File: src/rtl/fifo_pkg.sv
// Shared constants and helpers for the FIFO read-side stream adapter.
package fifo_pkg;

  localparam int DATA_WIDTH_DEF = 8;
  localparam int OUT_BUF_DEPTH  = 3;
  localparam int PTR_W          = 2;
  localparam int BEAT_CNT_W     = 16;

  // Pointers cover 0..OUT_BUF_DEPTH-1 and wrap back to 0.
  function automatic logic [PTR_W-1:0] ptr_next(input logic [PTR_W-1:0] p);
    return (p == PTR_W'(OUT_BUF_DEPTH - 1)) ? '0 : p + PTR_W'(1);
  endfunction

endpackage

File: src/rtl/fifo_out_buf.sv
// Three-entry circular output buffer: push from the FIFO return path, pop to the stream.
module fifo_out_buf
  import fifo_pkg::*;
#(
  parameter int DATA_WIDTH = DATA_WIDTH_DEF
) (
  input  logic                  clk,
  input  logic                  rst_n,
  input  logic                  flush,
  input  logic                  push,
  input  logic [DATA_WIDTH-1:0] push_data,
  input  logic                  pop,
  output logic [PTR_W-1:0]      occ,
  output logic                  valid,
  output logic [DATA_WIDTH-1:0] data
);

  logic [DATA_WIDTH-1:0] mem [OUT_BUF_DEPTH];
  logic [PTR_W-1:0]      head;
  logic [PTR_W-1:0]      tail;

  always_ff @(posedge clk or negedge rst_n) begin
    if (!rst_n) begin
      occ  <= '0;
      head <= '0;
      tail <= '0;
      for (int i = 0; i < OUT_BUF_DEPTH; i++) mem[i] <= '0;
    end else if (flush) begin
      // A return word arriving now is dropped; a pop now needs no bookkeeping.
      occ  <= '0;
      head <= '0;
      tail <= '0;
    end else begin
      if (push) begin
        mem[tail] <= push_data;
        tail      <= ptr_next(tail);
      end
      if (pop) head <= ptr_next(head);
      case ({push, pop})
        2'b10:   occ <= occ + PTR_W'(1);
        2'b01:   occ <= occ - PTR_W'(1);
        default: occ <= occ;
      endcase
    end
  end

  assign valid = (occ != '0);
  assign data  = mem[head];

endmodule

File: src/rtl/fifo_stream_reader.sv
// Drains a registered-read FIFO into a valid/ready stream with a 3-deep skid buffer.
// Optional packet-boundary flag m_last is built when FIFO_RD_LAST_EN is defined.
module fifo_stream_reader
  import fifo_pkg::*;
#(
  parameter int DATA_WIDTH = DATA_WIDTH_DEF,
  parameter int PKT_LEN    = 16
) (
  input  logic                  clk,
  input  logic                  rst_n,
  input  logic                  flush,
  input  logic                  fifo_empty,
  output logic                  fifo_rd_en,
  input  logic [DATA_WIDTH-1:0] fifo_r_data,
  output logic                  m_valid,
  input  logic                  m_ready,
  output logic [DATA_WIDTH-1:0] m_data,
  output logic                  m_last
);

  if (PKT_LEN < 1 || PKT_LEN > 65535) begin : g_pkt_len_check
    $error("fifo_stream_reader: PKT_LEN must be in 1..65535");
  end

  logic             inflight;
  logic [PTR_W-1:0] occ;
  logic             pop;

  // Reserve a slot for every outstanding read so a returning word always fits.
  assign fifo_rd_en = !fifo_empty && !flush
                      && ((3'(occ) + 3'(inflight)) < 3'(OUT_BUF_DEPTH));
  assign pop        = m_valid && m_ready;

  always_ff @(posedge clk or negedge rst_n) begin
    if (!rst_n) inflight <= 1'b0;
    else        inflight <= fifo_rd_en;
  end

  fifo_out_buf #(
    .DATA_WIDTH (DATA_WIDTH)
  ) u_out_buf (
    .clk       (clk),
    .rst_n     (rst_n),
    .flush     (flush),
    .push      (inflight),
    .push_data (fifo_r_data),
    .pop       (pop),
    .occ       (occ),
    .valid     (m_valid),
    .data      (m_data)
  );

`ifdef FIFO_RD_LAST_EN
  logic [BEAT_CNT_W-1:0] beat_cnt;

  assign m_last = m_valid && (beat_cnt == BEAT_CNT_W'(PKT_LEN - 1));

  always_ff @(posedge clk or negedge rst_n) begin
    if (!rst_n)     beat_cnt <= '0;
    else if (flush) beat_cnt <= '0;
    else if (pop)   beat_cnt <= m_last ? '0 : beat_cnt + BEAT_CNT_W'(1);
  end
`else
  assign m_last = 1'b0;
`endif

endmodule
File: config.mk
export PLATFORM = sky130hd
export DESIGN_NAME = fifo_stream_reader
export DESIGN_NICKNAME = d
export VERILOG_FILES = /design/src/rtl/fifo_pkg.sv /design/src/rtl/fifo_out_buf.sv /design/src/rtl/fifo_stream_reader.sv
export SDC_FILE = /design/constraint.sdc
export NUM_CORES = 1
export LEC_CHECK = 0
export BUFFER_PORTS_ARGS = -buffer_cell sky130_fd_sc_hd__buf_4
export CORE_MARGIN = 4
export CORE_UTILIZATION = 50
export CTS_CLUSTER_SIZE = 25
export DETAILED_ROUTE_END_ITERATION = 10
export GPL_ROUTABILITY_DRIVEN = 0
export PLACE_DENSITY = 0.78
export SYNTH_ARGS = -nofsm -noshare
export SYNTH_HDL_FRONTEND = slang
export SYNTH_SLANG_ARGS = --single-unit
File: constraint.sdc
create_clock -name clk -period 1.6 [get_ports clk]
set_input_delay 0.24 -clock clk [delete_from_list [all_inputs] [get_ports clk]]
set_output_delay 0.24 -clock clk [all_outputs]
set_load 0.1 [all_outputs]
# [Word-level counts from Yosys, hierarchy flattened]
# Index checks and enable logic that the tools add are counted.
# W data, S select, Z words.
[totals] ff_bits=31 in_bits=13 out_inout_bits=11
[classes] add_sub_neg=5 magnitude_cmp=4 n_eq_ne=4 mux=14 bitwise_logic=3 reduce_logical=11
[op_table] operator="$bwmux W24" count=1
[op_table] operator="$mux W8" count=3
[op_table] operator="$bmux W8 S2" count=1
[op_table] operator="$demux W8 S2" count=1
[op_table] operator="$mux W2" count=7
[op_table] operator="$add A2 B1 Y2 const B" count=3
[op_table] operator="$eq A2 B2 Y1 const B" count=3
[op_table] operator="$ge A3 B3 Y1 const B" count=2
[op_table] operator="$not A2 Y3" count=2
[op_table] operator="$reduce_bool A2 Y1" count=3
[op_table] operator="$logic_and A1 B1 Y1" count=4
[op_table] operator="$pmux W2 S2" count=1
[op_table] operator="$add A2 B1 Y3" count=1
[op_table] operator="$lt A3 B1 Y1 const B" count=1
[op_table] operator="$lt A3 B2 Y1 const B" count=1
[op_table] operator="$reduce_bool A3 Y1" count=1
[op_table] operator="$eq A2 B1 Y1 const B" count=1
[op_table] operator="$logic_not A1 Y1" count=2
[op_table] operator="$reduce_and A2 Y1" count=1
[op_table] operator="$sub A2 B1 Y2 const B" count=1
[op_table] operator="$not A1 Y1" count=1

# [Longest topological paths before layout]
[logic_depth] ltp_word=6 ltp_mapped=4 mapped_depth_nobuf=3

# [Hierarchy]
# Synthesis repeated with hierarchy kept, for this count alone.
[hier_totals] hier_cells=114 hier_area_um2=1478.9
[modules_own_cells] mod="fifo_out_buf" instances=1 cells_per_inst=107 area_per_inst_um2=1396.3 seq_area_each_um2=750.7
[modules_own_cells] mod="fifo_stream_reader" instances=1 cells_per_inst=7 area_per_inst_um2=82.6 seq_area_each_um2=25.0

# [Least setup slack after synthesis]
# No wires, ideal clock.
[synth_timing] path_kind="flip-flop to flip-flop" startpoint="reg inflight" endpoint="reg inflight" setup_time_ns=0.606 t_arrival_ns=5.745 required_ns=0.994 path_slack_ns=-4.751 stages_incl_launch_ff=4 n_path_buf=0 period_less_slack_ns=6.351 path_cell_list="dfrtp_1 ha_1 ha_1 a2111oi_0"
[synth_via] elab_chain_len=3
[synth_rtl] item="start, declared" line="fifo_stream_reader.sv:25" rtl="logic inflight;"
[synth_rtl] item="start signal, assigned" line="fifo_stream_reader.sv:36" rtl="else inflight <= fifo_rd_en;"
[synth_rtl] item="$add A2 B1 Y3" line="fifo_stream_reader.sv:31" rtl="&& ((3'(occ) + 3'(inflight)) < 3'(OUT_BUF_DEPTH));"
[synth_rtl] item="$lt A3 B2 Y1" line="fifo_stream_reader.sv:31"
[synth_rtl] item="$logic_and A1 B1 Y1" line="fifo_stream_reader.sv:31"
[synth_rtl] item="named net fifo_rd_en" line="fifo_stream_reader.sv:13" rtl="output logic fifo_rd_en,"
# The timed path passes the listed nets, and every way through them passes these cells.
# A chain may end at the register's enable or synchronous reset.

# [Final worst setup path]
[layout_timing] startpoint="reg u_out_buf.occ[0]" endpoint="out fifo_rd_en"
[layout_via] elab_chain_len=3
[layout_rtl] item="start, declared" line="fifo_out_buf.sv:13" rtl="output logic [PTR_W-1:0] occ,"
[layout_rtl] item="start signal, assigned" line="fifo_out_buf.sv:40" rtl="2'b10: occ <= occ + PTR_W'(1);"
[layout_rtl] item="start signal, assigned" line="fifo_out_buf.sv:41" rtl="2'b01: occ <= occ - PTR_W'(1);"
[layout_rtl] item="$add A2 B1 Y3" line="fifo_stream_reader.sv:31"
[layout_rtl] item="$lt A3 B2 Y1" line="fifo_stream_reader.sv:31"
[layout_rtl] item="$logic_and A1 B1 Y1" line="fifo_stream_reader.sv:31"
[layout_rtl] item="end, declared" line="fifo_stream_reader.sv:13"
# No other way between the ends.

==> run metrics <==
vias in the first global route 1,221; crit path capture type primary output; Unique masters post-synth 27; f_max 505 MHz; top_reg_cell synth dfrtp_1; fillers 153; Via Count 1,109; #FFs+latches synth 31; worst vdd ir 1.39 mV; wire per inst 18.5 microns; Synth top area share 52.9%; Lkg Pwr 1.05 nW; Worst Setup Path Type flop to primary output; Crit path arrival time 1.74 ns; Tmin final 1.98 ns; Seq/Total Area, Yosys 52.9%; clock latency on the worst-skew pair 0.34 ns; failing checks setup timing; worst setup margin -0.381 ns; maximum fanout along the worst path 2; clk slew on worst S/H paths 0.09 ns; H-Tree Level Count 2; Setup TNS Final -1.51 ns; Avg Cell Area, Syn 12.6 sq um; RSZ-0062 raised after global routing yes; Routed WL 3.55 mm; DRT antenna net count 0; Clock Path Buffers 2; initial detailed-routing violation count 18; die area 3860 sq um; multi-input logic area 907 sq um; outcome complete, but fails checks; fin crit share 124%; cell taking the most area after synthesis dfrtp_1; root buf cell clkbuf_4; CTS tree built; Mapped Area 1470 sq um; FF+latch area 778 sq um; main area contributors after synthesis dfrtp_1 53%, mux2_2 18%, mux2i_1 6.1%; worst hold path type primary input to flop; first-pass GRT wire length 5.76 mm; Power, Total 2.84 mW; CTS sink count 31; Worst EP required 1.36 ns; Clock Skews 0.00932 ns; M2 GR Usage 33.7%; final slew viol count 0; pwr dens 1230 nW/um^2; post-DP HPWL 2.32 mm; Reg2Reg Setup Slack 0.10 ns; die height 62.2 microns; ratio of cells with drive above 1 in the final layout 67.1%; Starting Density 52.7%; Setup crit start kind flop; Post-synth top cells 31 x dfrtp_1, 24 x mux2_2, 10 x nand2_1, 10 x o21ai_0, 9 x mux2i_1; total global routing overflow 0; Site Rows 19; vias per cell 5.78; Max Cap Violations 0; most common cell in the netlist dfrtp_1; die width 62.2 microns; Post-synth EDFFs 0; Final #Nets 175; Syn Nets 131; GR Util met3 5.95%; Synth Instances 116; first-pass iteration count of the detailed router 3; Syn-to-layout area delta 57.7%; DRC 0; total CTS buffers 5; total global-route track usage 19.3%; busiest grt layer met2; Setup-failing EPs final 10; largest net degree at the start of global routing 32; Post-synth ARST share 100%; Ports 24; Ys Warns 0; core area 2780 sq um; antenna violations before repair 0; GRT met1 Usage 21.3%; n_diodes 0; hold violation count in the final report 0; I/O Buffers 22
-- metal layers --
layer | up-vias | share of wire, %
li1 | 501 | -
met1 | 585 | 38
met2 | 16 | 57
met3 | 7 | 3.0
met4 | 0 | 1.8
met5 | - | 0
-- cells in the final DEF, fill, tap and decap left out, types with 2 or more instances in the layout --
| cell | synthesis | final |
|---|---|---|
| dfrtp_1 | 31 | 29 |
| mux2_2 | 24 | 24 |
| buf_4 | 1 | 17 |
| buf_12 | 0 | 12 |
| buf_6 | 0 | 11 |
| o21ai_4 | 0 | 8 |
| mux2i_2 | 0 | 6 |
| nand2_4 | 0 | 5 |
| clkbuf_4 | 0 | 5 |
| a21oi_1 | 4 | 4 |
| nor2_1 | 4 | 4 |
| nand2_2 | 0 | 3 |
| mux2i_4 | 0 | 2 |
| nor3b_4 | 2 | 2 |
| nand2b_1 | 2 | 2 |
| nand2_1 | 10 | 2 |
| ha_4 | 0 | 2 |
| dfrtp_2 | 0 | 2 |
-- through the flow --
step	utilization [%]	std cells	cell area, sq um	worst slack, ns	hold slack, ns
global placement	69.1	178	1920	-0.0413	0.186
detailed placement	69.1	178	1920	-0.0900	0.192
global route	83.1	192	2310	-0.459	0.0416
CTS	80.1	190	2230	-0.397	0.0691
finish	83.1	192	2310	-0.381	0.0679
floorplan	-	116	1600	-0.665	-0.0556
-- cell families after synthesis --
| group | count (synthesis) | synth area share (%) |
|---|---|---|
| AO/OA/AOI/OAI | 16 | 5.89 |
| AND/OR/NAND/NOR | 29 | 13.3 |
| multiplexers | 33 | 24.6 |
| adder cells (fa/ha/maj) | 2 | 1.71 |
| flip-flops | 31 | 52.9 |
| buffers and inverters | 4 | 1.36 |
| other | 1 | 0.256 |
-- flip-flops by register name, summed over array words and instances, names as in the netlist --
name / count
inflight: 1
u_out_buf.occ: 2
u_out_buf.mem: 24
u_out_buf.head: 2
u_out_buf.tail: 2
-- cell type report --
| cell class | instances | share of cell area [%] |
|---|---|---|
| flip-flops and latches | 31 | 33.7 |
| repair buffers | 41 | 21.7 |
| multi-input cells | 81 | 39.2 |
| well taps | 31 | 1.68 |
| clock buffers | 6 | 2.22 |
| clock inverters | 2 | 1.52 |
-- repair_timing --
item                                   4_1_cts  5_1_grt
buffers inserted                             3        4
setup endpoints to repair                   10       10
resized for setup                           49       18
pin swaps                                    4        1
hold buffers                                 1        0
endpoints found under the hold margin       31        0
-- critical path, stage by stage (launching register included) --
cell and delay, ns:
dfrtp_1 0.42, ha_4 0.18, ha_4 0.21, a2111oi_4 0.32, buf_6 0.28
-- report_power, final --
part	switching [mW]	leakage (nW)	internal (mW)
Sequential	0.130	0.397	0.920
Clock	0.276	0.0482	0.369
Combinational	0.656	0.608	0.487
-- final timing paths --
check                            startpoint                end  cells after the start
hold reg to reg            u_out_buf.mem[9]   u_out_buf.mem[9]                      1
min in group asynchronous             rst_n  u_out_buf.mem[16]                      2
max in group asynchronous             rst_n  u_out_buf.head[0]                      2
hold / removal                   fifo_empty           inflight                      2
setup / recovery           u_out_buf.occ[0]         fifo_rd_en                      4
setup reg to reg                   inflight  u_out_buf.mem[12]                      5
Power figures use the tool's default switching activity.
